<file path="src/rtl/mem_arbiter_pkg.sv">
// ============================================================================
// Module  : mem_arbiter_pkg
// Brief   : Shared processor memory defaults and the read-owner state encoding.
// Revision: 1.0 - initial release
// ============================================================================
`default_nettype none

package mem_arbiter_pkg;

    localparam int DEF_RAM_WIDTH     = 32;
    localparam int DEF_RAM_ADDR_BITS = 9;
    localparam int DEF_STARVE_LIMIT  = 2;

    typedef enum logic [1:0] {
        IDLE  = 2'd0,
        RD_IF = 2'd1,
        RD_DM = 2'd2
    } rd_state_e;

endpackage

`default_nettype wire

</file>
<file path="src/rtl/mem_arbiter.sv">
// ============================================================================
// Module  : mem_arbiter
// Brief   : Arbitrates instruction-fetch and load/store ports onto one RAM.
// Revision: 1.0 - initial release
// ============================================================================
`default_nettype none

module mem_arbiter
    import mem_arbiter_pkg::*;
#(
    parameter int RAM_WIDTH     = DEF_RAM_WIDTH,
    parameter int RAM_ADDR_BITS = DEF_RAM_ADDR_BITS,
    parameter int STARVE_LIMIT  = DEF_STARVE_LIMIT
) (
    input  logic                     clk,
    input  logic                     reset,
    input  logic                     if_req,
    input  logic [RAM_ADDR_BITS-1:0] if_addr,
    output logic                     if_gnt,
    output logic                     if_rvalid,
    output logic [RAM_WIDTH-1:0]     if_rdata,
    input  logic                     dm_req,
    input  logic                     dm_we,
    input  logic [RAM_ADDR_BITS-1:0] dm_addr,
    input  logic [RAM_WIDTH-1:0]     dm_wdata,
    output logic                     dm_gnt,
    output logic                     dm_rvalid,
    output logic [RAM_WIDTH-1:0]     dm_rdata,
    output logic                     ram_en,
    output logic                     ram_we,
    output logic [RAM_ADDR_BITS-1:0] ram_addr,
    output logic [RAM_WIDTH-1:0]     ram_wdata,
    input  logic [RAM_WIDTH-1:0]     ram_rdata
);

    localparam int               CNT_W = (STARVE_LIMIT > 0) ? $clog2(STARVE_LIMIT + 1) : 1;
    localparam logic [CNT_W-1:0] LIMIT = CNT_W'(STARVE_LIMIT);

    rd_state_e            state_q, state_d;
    logic [CNT_W-1:0]     starv_q, starv_d;
    logic                 if_rvalid_q, dm_rvalid_q;
    logic [RAM_WIDTH-1:0] if_rdata_q, dm_rdata_q;
    logic                 starved;

    // Grants are gated by reset so nothing reaches the RAM while it is held.
    always_comb begin
        starved = (starv_q == LIMIT);
        if_gnt  = ~reset & if_req & (~dm_req | starved);
        dm_gnt  = ~reset & dm_req & ~(if_req & starved);

        ram_en    = if_gnt | dm_gnt;
        ram_we    = dm_gnt & dm_we;
        ram_wdata = dm_gnt ? dm_wdata : '0;
        if (if_gnt) begin
            ram_addr = if_addr;
        end else if (dm_gnt) begin
            ram_addr = dm_addr;
        end else begin
            ram_addr = '0;
        end

        if (if_gnt || !if_req) begin
            starv_d = '0;
        end else if (dm_gnt && !starved) begin
            starv_d = starv_q + 1'b1;
        end else begin
            starv_d = starv_q;
        end

        if (if_gnt) begin
            state_d = RD_IF;
        end else if (dm_gnt && !dm_we) begin
            state_d = RD_DM;
        end else begin
            state_d = IDLE;
        end
    end

    always_ff @(posedge clk or posedge reset) begin
        if (reset) begin
            state_q     <= IDLE;
            starv_q     <= '0;
            if_rvalid_q <= 1'b0;
            dm_rvalid_q <= 1'b0;
            if_rdata_q  <= '0;
            dm_rdata_q  <= '0;
        end else begin
            state_q     <= state_d;
            starv_q     <= starv_d;
            if_rvalid_q <= (state_d == RD_IF);
            dm_rvalid_q <= (state_d == RD_DM);
            if (if_rvalid_q) begin
                if_rdata_q <= ram_rdata;
            end
            if (dm_rvalid_q) begin
                dm_rdata_q <= ram_rdata;
            end
        end
    end

    // Fresh RAM data is presented alongside rvalid, then held by the register.
    assign if_rvalid = if_rvalid_q;
    assign dm_rvalid = dm_rvalid_q;
    assign if_rdata  = if_rvalid_q ? ram_rdata : if_rdata_q;
    assign dm_rdata  = dm_rvalid_q ? ram_rdata : dm_rdata_q;

endmodule

`default_nettype wire

</file>
<file path="config.mk">
export PLATFORM = sky130hd
export DESIGN_NAME = mem_arbiter
export DESIGN_NICKNAME = d
export VERILOG_FILES = /design/src/rtl/mem_arbiter_pkg.sv /design/src/rtl/mem_arbiter.sv
export SDC_FILE = /design/constraint.sdc
export NUM_CORES = 1
export LEC_CHECK = 0
export ABC_AREA = 1
export CORE_MARGIN = 2
export CORE_UTILIZATION = 40
export DETAILED_ROUTE_END_ITERATION = 12
export GPL_TIMING_DRIVEN = 0
export HOLD_SLACK_MARGIN = 0.08
export PLACE_DENSITY = 0.86
export SETUP_SLACK_MARGIN = 0.5
export SLEW_MARGIN = 20
export SYNTH_ARGS = -nofsm -noshare
export SYNTH_HDL_FRONTEND = slang
export SYNTH_SLANG_ARGS = --single-unit
</file>
<file path="constraint.sdc">
create_clock -name clk -period 4.6 [get_ports clk]
set_input_delay 0.92 -clock clk [delete_from_list [all_inputs] [get_ports clk]]
set_output_delay 0.92 -clock clk [all_outputs]
set_load 0.005 [all_outputs]
</file>
# == Word level (Yosys, flattened, before mapping) ==
# Cells that the tools add are included.
# word_totals
output_inout_bits,111
ff_bits,68
word_cells,36
input_bits,87
# op_classes
bitwise_logic,11
add_sub_neg,1
mux,9
n_eq_ne,3
reduce_logical,7
# op_table
operator,n
$mux W32,3
$mux W9,2
$mux W2,4
$and A1 B1 Y1,6
$eq A2 B2 Y1 const B,2
$logic_not A1 Y1,3
$not A1 Y1,3
$add A2 B1 Y2 const B,1
$eq A2 B1 Y1 const B,1
$logic_and A1 B1 Y1,2
$or A1 B1 Y1,2
$reduce_bool A2 Y1,1
$logic_or A1 B1 Y1,1

# == Depth between registers and ports, before layout ==
# depth
word_depth,8
ltp_mapped,6
ltp_nobuf,6

# == Worst setup path after synthesis ==
# No wires, ideal clock.
# synth_path
path_type,input to output
start,in reset
end,out ram_addr[0]
arrival_time_ps,2237
path_stages,4
path_buffers,1
required_time_ps,3680
path_slack_ps,1443
cell_sequence,inv_2 buf_2 nand4_1 nand2_1
# synth_via
elab_chain_len,5
word_cells_on_any_way,7
cone_classes,mux: 2; bitwise: 5
# synth_lines
item,line,source
start: declaration,mem_arbiter.sv:16,"input logic reset,"
$not A1 Y1 (*),"mem_arbiter.sv:48, mem_arbiter.sv:49",
$and A1 B1 Y1 (2 in a row),mem_arbiter.sv:49,dm_gnt = ~reset & dm_req & ~(if_req & starved);
$mux W9,mem_arbiter.sv:56,end else if (dm_gnt) begin
$mux W9 (*),mem_arbiter.sv:54,if (if_gnt) begin
end: declaration,mem_arbiter.sv:31,"output logic [RAM_ADDR_BITS-1:0] ram_addr,"
# Mark *: on every way between the ends. The rest lies on a longest branch, timed or not.

# == Final worst setup path ==
# layout_path
start,in reset
end,out ram_addr[4]
# The elaborated chain is that of the path after synthesis.

==> metrics <==
max_slew headroom 67.4%; YS warnings 0; net count after synthesis 485; Worst Skew 0.0123 ns; final instance area 5510 µm²; post-CTS resize count 0; synthesized area 3170 µm²; row count 32; WP data arrival 2.75 ns; Worst Setup Start Kind input pin; Final GP Congestion 0.853; io pins 198; CTS clk-pin slew, worst paths 0.07 ns; Synth area leader dfrtp_1; maximum VDD drop 0.210 mV; met1 wire length 4230 µm; Residual DRC 0; Layout Area Growth over Synthesis 74.0%; crit path time final 3.67 ns; post-route core utilization 71.7%; top_reg_cell synth dfrtp_1; area occupied by multi-input gates 945 µm²; # placed instances 697; pin count of the biggest net entering global routing 41; detailed-route via count 3285; Synth area leaders dfrtp_1, inv_1, o21ai_0, nand2_1, nor2_1; period utilization 79.7%; clk sink count 68; Synth cell types 19; hold buffer count at CTS 0; chip height 93.0 µm; Tightest Pin Transition 0.489 ns; Mapped Cells 397; WL met2 5510 µm; setup bufs post-CTS 0; fill count 590; Num CTS Buffers 9; Placed Area 5290 µm²; final std cells w/o fill 713; number of diodes 0; Worst Setup End Kind output port; Final Max Slew Viols 0; share of the synthesized area in the top cell type 53.7%; Routed wire per std cell 15.1 µm; RSZ-0062 raised after global routing false; LEAKAGE 2.62 nW; max cap viols 0; clk root buf clkbuf_8; number of synthesized flops with an enable pin 0; clk buf depth 2; # H-tree levels 3; register area 1700 µm²; top routing layer in use met4; asr flop ratio synth 100%; vias in the first global route 3229; GRT overflow 0; first-pass GRT wire length 16300 µm; area of the die 8650 µm²; core area 7690 µm²; total power 1.79 mW; Avg Cell Area, Syn 7.98 µm²; die width 93.0 µm; Setup Viol. Count Final 0; post-layout net count 694; Buffers on Ports 197; status completed; most frequent cells in the layout clkdlybuf4s50_1, inv_1, nand2_1, dfrtp_1, o21ai_0; 1st-iter DRT viols 129; CTS tree yes; DR WL met3 802 µm; initial antenna violation count 0; layout cells sized above 1 8.67%; FMAX 273 MHz; DRT Pass-1 Iters 4; DRT Wirelength 10800 µm; PwrDens 325 nW/µm²; Final Hold Vio Count 0; commonest non-fill, non-tap cell in the layout clkdlybuf4s50_1; Setup Crit Path Kind input pin to output port; hpwl dp 8380 µm; post-route ant nets 0; Worst Path Max Fanout 40; routed vias/inst 4.61; Hold Path Class flop to flop; Starting Density 41.2%; Critical Path RT 3.68 ns; total track usage 24.8%; clock latency on the worst-skew pair 0.34 ns; post-synthesis register bit count 68; register area share after synthesis 53.7%
[Yosys cell counts (2+ instances only)]
cell,number
buf_2,11
buf_6,4
clkbuf_2,4
dfrtp_1,68
inv_1,103
inv_2,2
nand2_1,78
nand3_1,11
nand4_1,9
nor2_1,25
nor2_2,11
o21ai_0,64
[metal layers]
layer | global-route usage, % | up-vias
met5 | 0 | -
met4 | 10.7 | 0
met3 | 7.66 | 18
met2 | 43.1 | 145
met1 | 28.3 | 1527
li1 | - | 1595
[through the flow]
step / setup WS [ns] / hold WS (ns) / setup TNS [ns]
final: 0.934 / 0.502 / 0
after floorplan: 1.44 / 0.449 / 0
after global routing: 0.718 / 0.517 / 0
after detailed placement: 0.903 / 0.480 / 0
after global placement: -0.0400 / 0.467 / -0.0400
after CTS: 0.901 / 0.499 / 0
[critical path, stage by stage]
cell and delay, ns:
clkdlybuf4s50_1 0.50, inv_2 0.12, buf_4 0.43, nand4_1 0.16, nand2_1 0.10, clkdlybuf4s50_1 0.51
[registers in the layout (all words and copies together), names as in the netlist]
| signal | flops |
|---|---|
| if_rdata_q | 32 |
| dm_rvalid | 1 |
| dm_rdata_q | 32 |
| starv_q | 2 |
| if_rvalid | 1 |
[power breakdown]
| group | leakage (nW) | internal, mW | switching [mW] |
|---|---|---|---|
| clock network | 0.110 | 0.308 | 0.240 |
| logic | 1.67 | 0.305 | 0.214 |
| registers | 0.841 | 0.694 | 0.0277 |
| total | 2.62 | 1.31 | 0.482 |
[cells by family (layout without fill, tap and decap cells)]
family | count (synthesis) | after routing | synth area share [%]
AOI/OAI and AO/OA | 65 | 65 | 10.3
and+or+nand+nor | 138 | 138 | 19.2
adders and majority gates | 1 | 1 | 0.395
buffers and inverters | 125 | 339 | 16.5
DFF | 68 | 68 | 53.7
[final timing paths]
path | startpoint | endpoint | slack, ns | depth (start not counted)
hold / removal | starv_q[1] | starv_q[1] | 0.50 | 2
hold reg to reg | starv_q[1] | starv_q[1] | 0.50 | 2
setup / recovery | reset | ram_addr[4] | 0.93 | 6
max in group asynchronous | reset | if_rdata_q[15] | 2.84 | 4
setup reg to reg | dm_rvalid | dm_rdata_q[3] | 3.31 | 3
min in group asynchronous | reset | starv_q[1] | 1.19 | 3
[cell type report]
| class | instances | share of cell area, % |
|---|---|---|
| Clock buffer | 9 | 2.25 |
| Tap cell | 102 | 2.32 |
| Sequential cell | 68 | 30.9 |
| Buffer | 20 | 2.36 |
| Clock inverter | 7 | 1.79 |
| Inverter | 105 | 7.15 |
| Timing Repair Buffer | 198 | 36.1 |
| Multi-Input combinational cell | 204 | 17.1 |
(Power assumes the default switching activity.)
